<file path="src/rtl/alu_decode_stage.sv">
// LA32R decode/operand-select stage: decodes one instruction per cycle into a one-hot
// ALU control word plus both operands, held in a single-entry valid/ready register.
module alu_decode_stage #(
  parameter int OP_W   = 14,
  parameter int DATA_W = 32
) (
  input  logic              clk,
  input  logic              rst,
  input  logic              flush,
  input  logic              in_valid,
  output logic              in_ready,
  input  logic [DATA_W-1:0] in_pc,
  input  logic [31:0]       in_inst,
  output logic [4:0]        rf_raddr1,
  output logic [4:0]        rf_raddr2,
  input  logic [DATA_W-1:0] rf_rdata1,
  input  logic [DATA_W-1:0] rf_rdata2,
  output logic              out_valid,
  input  logic              out_ready,
  output logic [OP_W-1:0]   alu_op,
  output logic [DATA_W-1:0] alu_src1,
  output logic [DATA_W-1:0] alu_src2,
  output logic [4:0]        out_rd,
  output logic              out_wen,
  output logic              out_illegal,
  output logic [DATA_W-1:0] out_pc
);
  localparam int B_ADD = 0, B_IMM = 1, B_OR = 2, B_SUB = 3, B_XOR = 4, B_SRA = 5,
                 B_AND = 6, B_SLL = 7, B_SRL = 8, B_SLTU = 9, B_NOR = 10, B_SLT = 11;

  logic [OP_W-1:0]   d_op;
  logic [DATA_W-1:0] d_src1, d_src2, rj_val, rk_val, si12, zi12, ui20, ui5;
  logic              d_legal;

  assign rf_raddr1 = in_inst[9:5];
  assign rf_raddr2 = in_inst[14:10];
  assign in_ready  = !out_valid || out_ready;

  // r0 reads as zero no matter what the register file returns
  assign rj_val = (rf_raddr1 == 5'd0) ? '0 : rf_rdata1;
  assign rk_val = (rf_raddr2 == 5'd0) ? '0 : rf_rdata2;
  assign si12   = {{20{in_inst[21]}}, in_inst[21:10]};
  assign zi12   = {20'd0, in_inst[21:10]};
  assign ui20   = {in_inst[24:5], 12'd0};
  assign ui5    = {27'd0, in_inst[14:10]};

  always_comb begin
    d_op    = '0;
    d_src1  = '0;
    d_src2  = '0;
    d_legal = 1'b1;
    case (in_inst[31:15])
      17'h20:  begin d_op[B_ADD]  = 1'b1; d_src1 = rj_val; d_src2 = rk_val; end
      17'h22:  begin d_op[B_SUB]  = 1'b1; d_src1 = rj_val; d_src2 = rk_val; end
      17'h24:  begin d_op[B_SLT]  = 1'b1; d_src1 = rj_val; d_src2 = rk_val; end
      17'h25:  begin d_op[B_SLTU] = 1'b1; d_src1 = rj_val; d_src2 = rk_val; end
      17'h28:  begin d_op[B_NOR]  = 1'b1; d_src1 = rj_val; d_src2 = rk_val; end
      17'h29:  begin d_op[B_AND]  = 1'b1; d_src1 = rj_val; d_src2 = rk_val; end
      17'h2a:  begin d_op[B_OR]   = 1'b1; d_src1 = rj_val; d_src2 = rk_val; end
      17'h2b:  begin d_op[B_XOR]  = 1'b1; d_src1 = rj_val; d_src2 = rk_val; end
      17'h2e:  begin d_op[B_SLL]  = 1'b1; d_src1 = rj_val; d_src2 = rk_val; end
      17'h2f:  begin d_op[B_SRL]  = 1'b1; d_src1 = rj_val; d_src2 = rk_val; end
      17'h30:  begin d_op[B_SRA]  = 1'b1; d_src1 = rj_val; d_src2 = rk_val; end
      17'h81:  begin d_op[B_SLL]  = 1'b1; d_src1 = rj_val; d_src2 = ui5; end
      17'h89:  begin d_op[B_SRL]  = 1'b1; d_src1 = rj_val; d_src2 = ui5; end
      17'h91:  begin d_op[B_SRA]  = 1'b1; d_src1 = rj_val; d_src2 = ui5; end
      default: begin
        case (in_inst[31:22])
          10'h00a: begin d_op[B_ADD]  = 1'b1; d_src1 = rj_val; d_src2 = si12; end
          10'h008: begin d_op[B_SLT]  = 1'b1; d_src1 = rj_val; d_src2 = si12; end
          10'h009: begin d_op[B_SLTU] = 1'b1; d_src1 = rj_val; d_src2 = si12; end
          10'h00d: begin d_op[B_AND]  = 1'b1; d_src1 = rj_val; d_src2 = zi12; end
          10'h00e: begin d_op[B_OR]   = 1'b1; d_src1 = rj_val; d_src2 = zi12; end
          10'h00f: begin d_op[B_XOR]  = 1'b1; d_src1 = rj_val; d_src2 = zi12; end
          default: begin
            case (in_inst[31:25])
              7'h0a:   begin d_op[B_IMM] = 1'b1; d_src1 = ui20; end
              7'h0e:   begin d_op[B_ADD] = 1'b1; d_src1 = in_pc; d_src2 = ui20; end
              default: d_legal = 1'b0;
            endcase
          end
        endcase
      end
    endcase
  end

  // flush beats an incoming transfer; the data registers only move on an accept
  always_ff @(posedge clk or posedge rst) begin
    if (rst) begin
      out_valid   <= 1'b0;
      alu_op      <= '0;
      alu_src1    <= '0;
      alu_src2    <= '0;
      out_rd      <= '0;
      out_wen     <= 1'b0;
      out_illegal <= 1'b0;
      out_pc      <= '0;
    end else if (flush) begin
      out_valid <= 1'b0;
    end else if (in_valid && in_ready) begin
      out_valid   <= 1'b1;
      alu_op      <= d_op;
      alu_src1    <= d_src1;
      alu_src2    <= d_src2;
      out_rd      <= in_inst[4:0];
      out_wen     <= d_legal && (in_inst[4:0] != 5'd0);
      out_illegal <= !d_legal;
      out_pc      <= in_pc;
    end else if (out_ready) begin
      out_valid <= 1'b0;
    end
  end
endmodule

</file>
<file path="config.mk">
export PLATFORM = sky130hd
export DESIGN_NAME = alu_decode_stage
export DESIGN_NICKNAME = d
export VERILOG_FILES = /design/src/rtl/alu_decode_stage.sv
export SDC_FILE = /design/constraint.sdc
export NUM_CORES = 1
export LEC_CHECK = 0
export ABC_AREA = 1
export CORE_MARGIN = 2
export CORE_UTILIZATION = 60
export DETAILED_ROUTE_END_ITERATION = 12
export DONT_BUFFER_PORTS = 1
export PLACE_DENSITY_LB_ADDON = 0.3
export SKIP_LAST_GASP = 1
export SLEW_MARGIN = 20
export SYNTH_ARGS = -nofsm -noshare
export SYNTH_HDL_FRONTEND = slang
export SYNTH_SLANG_ARGS = --single-unit
</file>
<file path="constraint.sdc">
create_clock -name clk -period 8.4 [get_ports clk]
set_input_delay 0.84 -clock clk [delete_from_list [all_inputs] [get_ports clk]]
set_output_delay 0.84 -clock clk [all_outputs]
set_load 0.02 [all_outputs]
</file>
==> metrics <==
layout cells sized above 1=8.82%; starting density of the core=61.3%; vias in the first global route=5,990; Syn Std Cell Area=6970 sq um; Synth Register Bits=116; Num CTS Buffers=17; Ys Warns=0; DR vias/cell=5.75; most used cell, CP=nand2_1; die height=112 um; RSZ-0062 raised after global routing=no; Worst Path Arrival=2.99 ns; GPL Wtd Cong=1.01; period utilisation layout=31.4%; final setup fails=0; worst slew pin tran=1.03 ns; IO buf count=0; reg2reg start=out_valid; Reg2Reg Setup Slack=6.16 ns; Post-CTS Resized=0; crit path time final=2.64 ns; status=completed; global-route wire length before repair=32,100 um; sequential element share of the synthesized area=41.7%; Synth Instances=1,002; leakage=4.14 nW; post-CTS setup buffers=0; Max Buffers Root-to-Sink=2; Primary FF master, synth=dfrtp_1; hold buffers post-CTS=0; Synth Area per Inst=6.95 sq um; max incr delay on CP=0.66 ns; initial antenna violation count=0; Root Driver=clkbuf_16; DRT Wirelength=20,500 um; WP buf/inv=2; worst skew pair latency=0.42 ns; Antenna Cells=0; final hold viol count=0; CTS tree=yes; Post-synth ARST share=100%; H-tree levels=4; Design Power=1.49 mW; Cell variety after synth=37; worst r2r dst=alu_op[0]; Layout Nets=1,098; core area=11,400 sq um; Critical Path Sink Type=flip-flop; Max Slew Vio Count=0; die area=12,500 sq um; DRC=0; HP Class=in -> async; EDFF count, synth=0; Area growth syn-to-layout=5.30%; clock sinks=116; Routed Antenna Nets=0; clk slew on worst S/H paths=0.05 ns; # fillers=1,020; largest net degree at the start of global routing=108; setup_tns=0 ns; CP max stage cell=inv_1; total grt overflow=0; CP startpoint kind=input port; Site Rows=39; cell family with most CP delay=simple AND/OR/NAND/NOR gates; critical path peak fanout=21; die width=112 um; Min Hold Slack=0.397 ns; WL/cell=18.3 um; DPL Wire Length=14,300 um; Worst Reg-to-Reg Cells=6; critical path, cell by cell=clkinv_1 > nor3_1 > nand3_1 > inv_1 > a22oi_1 > nand2_1 > nand2_1 > nand2_1; Crit Path Class=in -> reg; Ports=262; peak supply drop=0.174 mV; Clock Skew=0.00437 ns; drt pass-1 iters=6; fmax=0.379 GHz; Worst Path Required=8.75 ns; total number of vias=6,427; Cell Pwr Density=203 nW/um^2; MaxCap Viol Count=0; initial DRC count=816; max-slew headroom at the worst pin=31.6%; All-Layer GR Usage=33.0%
==> registers in the layout, summed over array words and instances (netlist names) <==
name	flops
out_wen	1
out_rd	5
out_valid	1
out_pc	32
alu_op	12
alu_src1	32
out_illegal	1
alu_src2	32
==> cell families after synthesis <==
family / Yosys count / synth area share [%]
flops: 116 / 41.7
other cells: 1 / 0.0538
simple gates: 587 / 35.8
compound gates: 125 / 11.1
buf+inv: 173 / 11.4
==> per-layer routing <==
metal | up-vias | part of all wire, % | GRT usage [%]
met4 | 0 | 2.7 | 13.6
met3 | 45 | 9.0 | 11.7
met5 | - | 0 | 0
met1 | 3015 | 41 | 41.9
met2 | 321 | 48 | 51.6
li1 | 3046 | - | -
==> layout by cell type, fill, tap and decap left out <==
cell / instances
nor2_2: 8
a22oi_1: 12
o2111ai_2: 2
o21a_1: 2
nand3_1: 53
clkbuf_1: 4
nor2_8: 1
buf_4: 6
a21oi_2: 9
clkbuf_16: 17
o221ai_1: 1
nand2_2: 3
o311ai_0: 1
nor2_4: 3
dfrtp_1: 116
a21o_1: 6
inv_4: 2
clkinv_2: 4
a21oi_1: 37
inv_1: 101
a31oi_1: 6
clkbuf_8: 3
nor4_1: 1
o22ai_1: 14
clkinv_1: 1
nand4_1: 8
nand3b_1: 1
nand2_1: 402
clkinv_4: 1
nor3_1: 6
nand3_4: 3
or2_2: 5
nand3_2: 10
o21ai_4: 1
conb_1: 2
o21ai_0: 34
nor2_1: 81
nor3_2: 2
inv_2: 6
==> cells in the mapped netlist, types with 7 or more instances <==
cell	number	share of area (%)
nand2_1	402	22
dfrtp_1	116	42
inv_1	102	5.5
nor2_1	81	4.4
nand3_1	53	3.8
a21oi_1	37	2.7
o21ai_0	34	2.4
clkbuf_1	29	1.6
o22ai_1	14	1.3
buf_4	13	1.4
a22oi_1	12	1.3
buf_6	11	1.8
nand3_2	10	1.4
a21oi_2	9	1.1
buf_2	9	0.65
nand4_1	8	0.72
nor2_2	8	0.72
inv_2	7	0.38
nor3_1	7	0.50
==> power by group <==
part / internal [mW] / total, mW / switching (mW) / leakage (nW)
clock network: 0.392 / 0.638 / 0.246 / 0.256
logic: 0.0422 / 0.132 / 0.0899 / 2.39
registers: 0.611 / 0.717 / 0.106 / 1.49
==> area by class of cell <==
| type | instances | area (sq um) | share of cell area, % |
|---|---|---|---|
| Clock inverter | 5 | 28.8 | 0.392 |
| Inverter | 110 | 418 | 5.70 |
| Multi-Input combinational cell | 714 | 3280 | 44.7 |
| Sequential cell | 116 | 2900 | 39.6 |
| Clock buffer | 24 | 482 | 6.57 |
| Tap cell | 143 | 179 | 2.44 |
| Timing Repair Buffer | 6 | 45.0 | 0.614 |
==> worst max path at each step <==
stage	cells after the start	start	endpoint
floorplan	1	rst	alu_op[0]
global placement	8	in_inst[27]	alu_src1[4]
detailed placement	8	in_inst[27]	alu_src1[10]
CTS	8	in_inst[27]	alu_src1[10]
global route	8	in_inst[27]	alu_src1[1]
finish	8	in_inst[27]	alu_src1[10]
==> through the flow <==
stage               instances  util, %  setup slack (ns)  cell area, sq um
detailed placement       1089     60.0              5.29              6820
global placement         1089     60.0              5.44              6820
CTS                      1118     64.5              5.73              7330
global route             1118     64.5              5.47              7330
floorplan                1003        -              4.49              6970
finish                   1118     64.5              5.76              7330
Note: power is estimated with default switching activity, not from simulation.
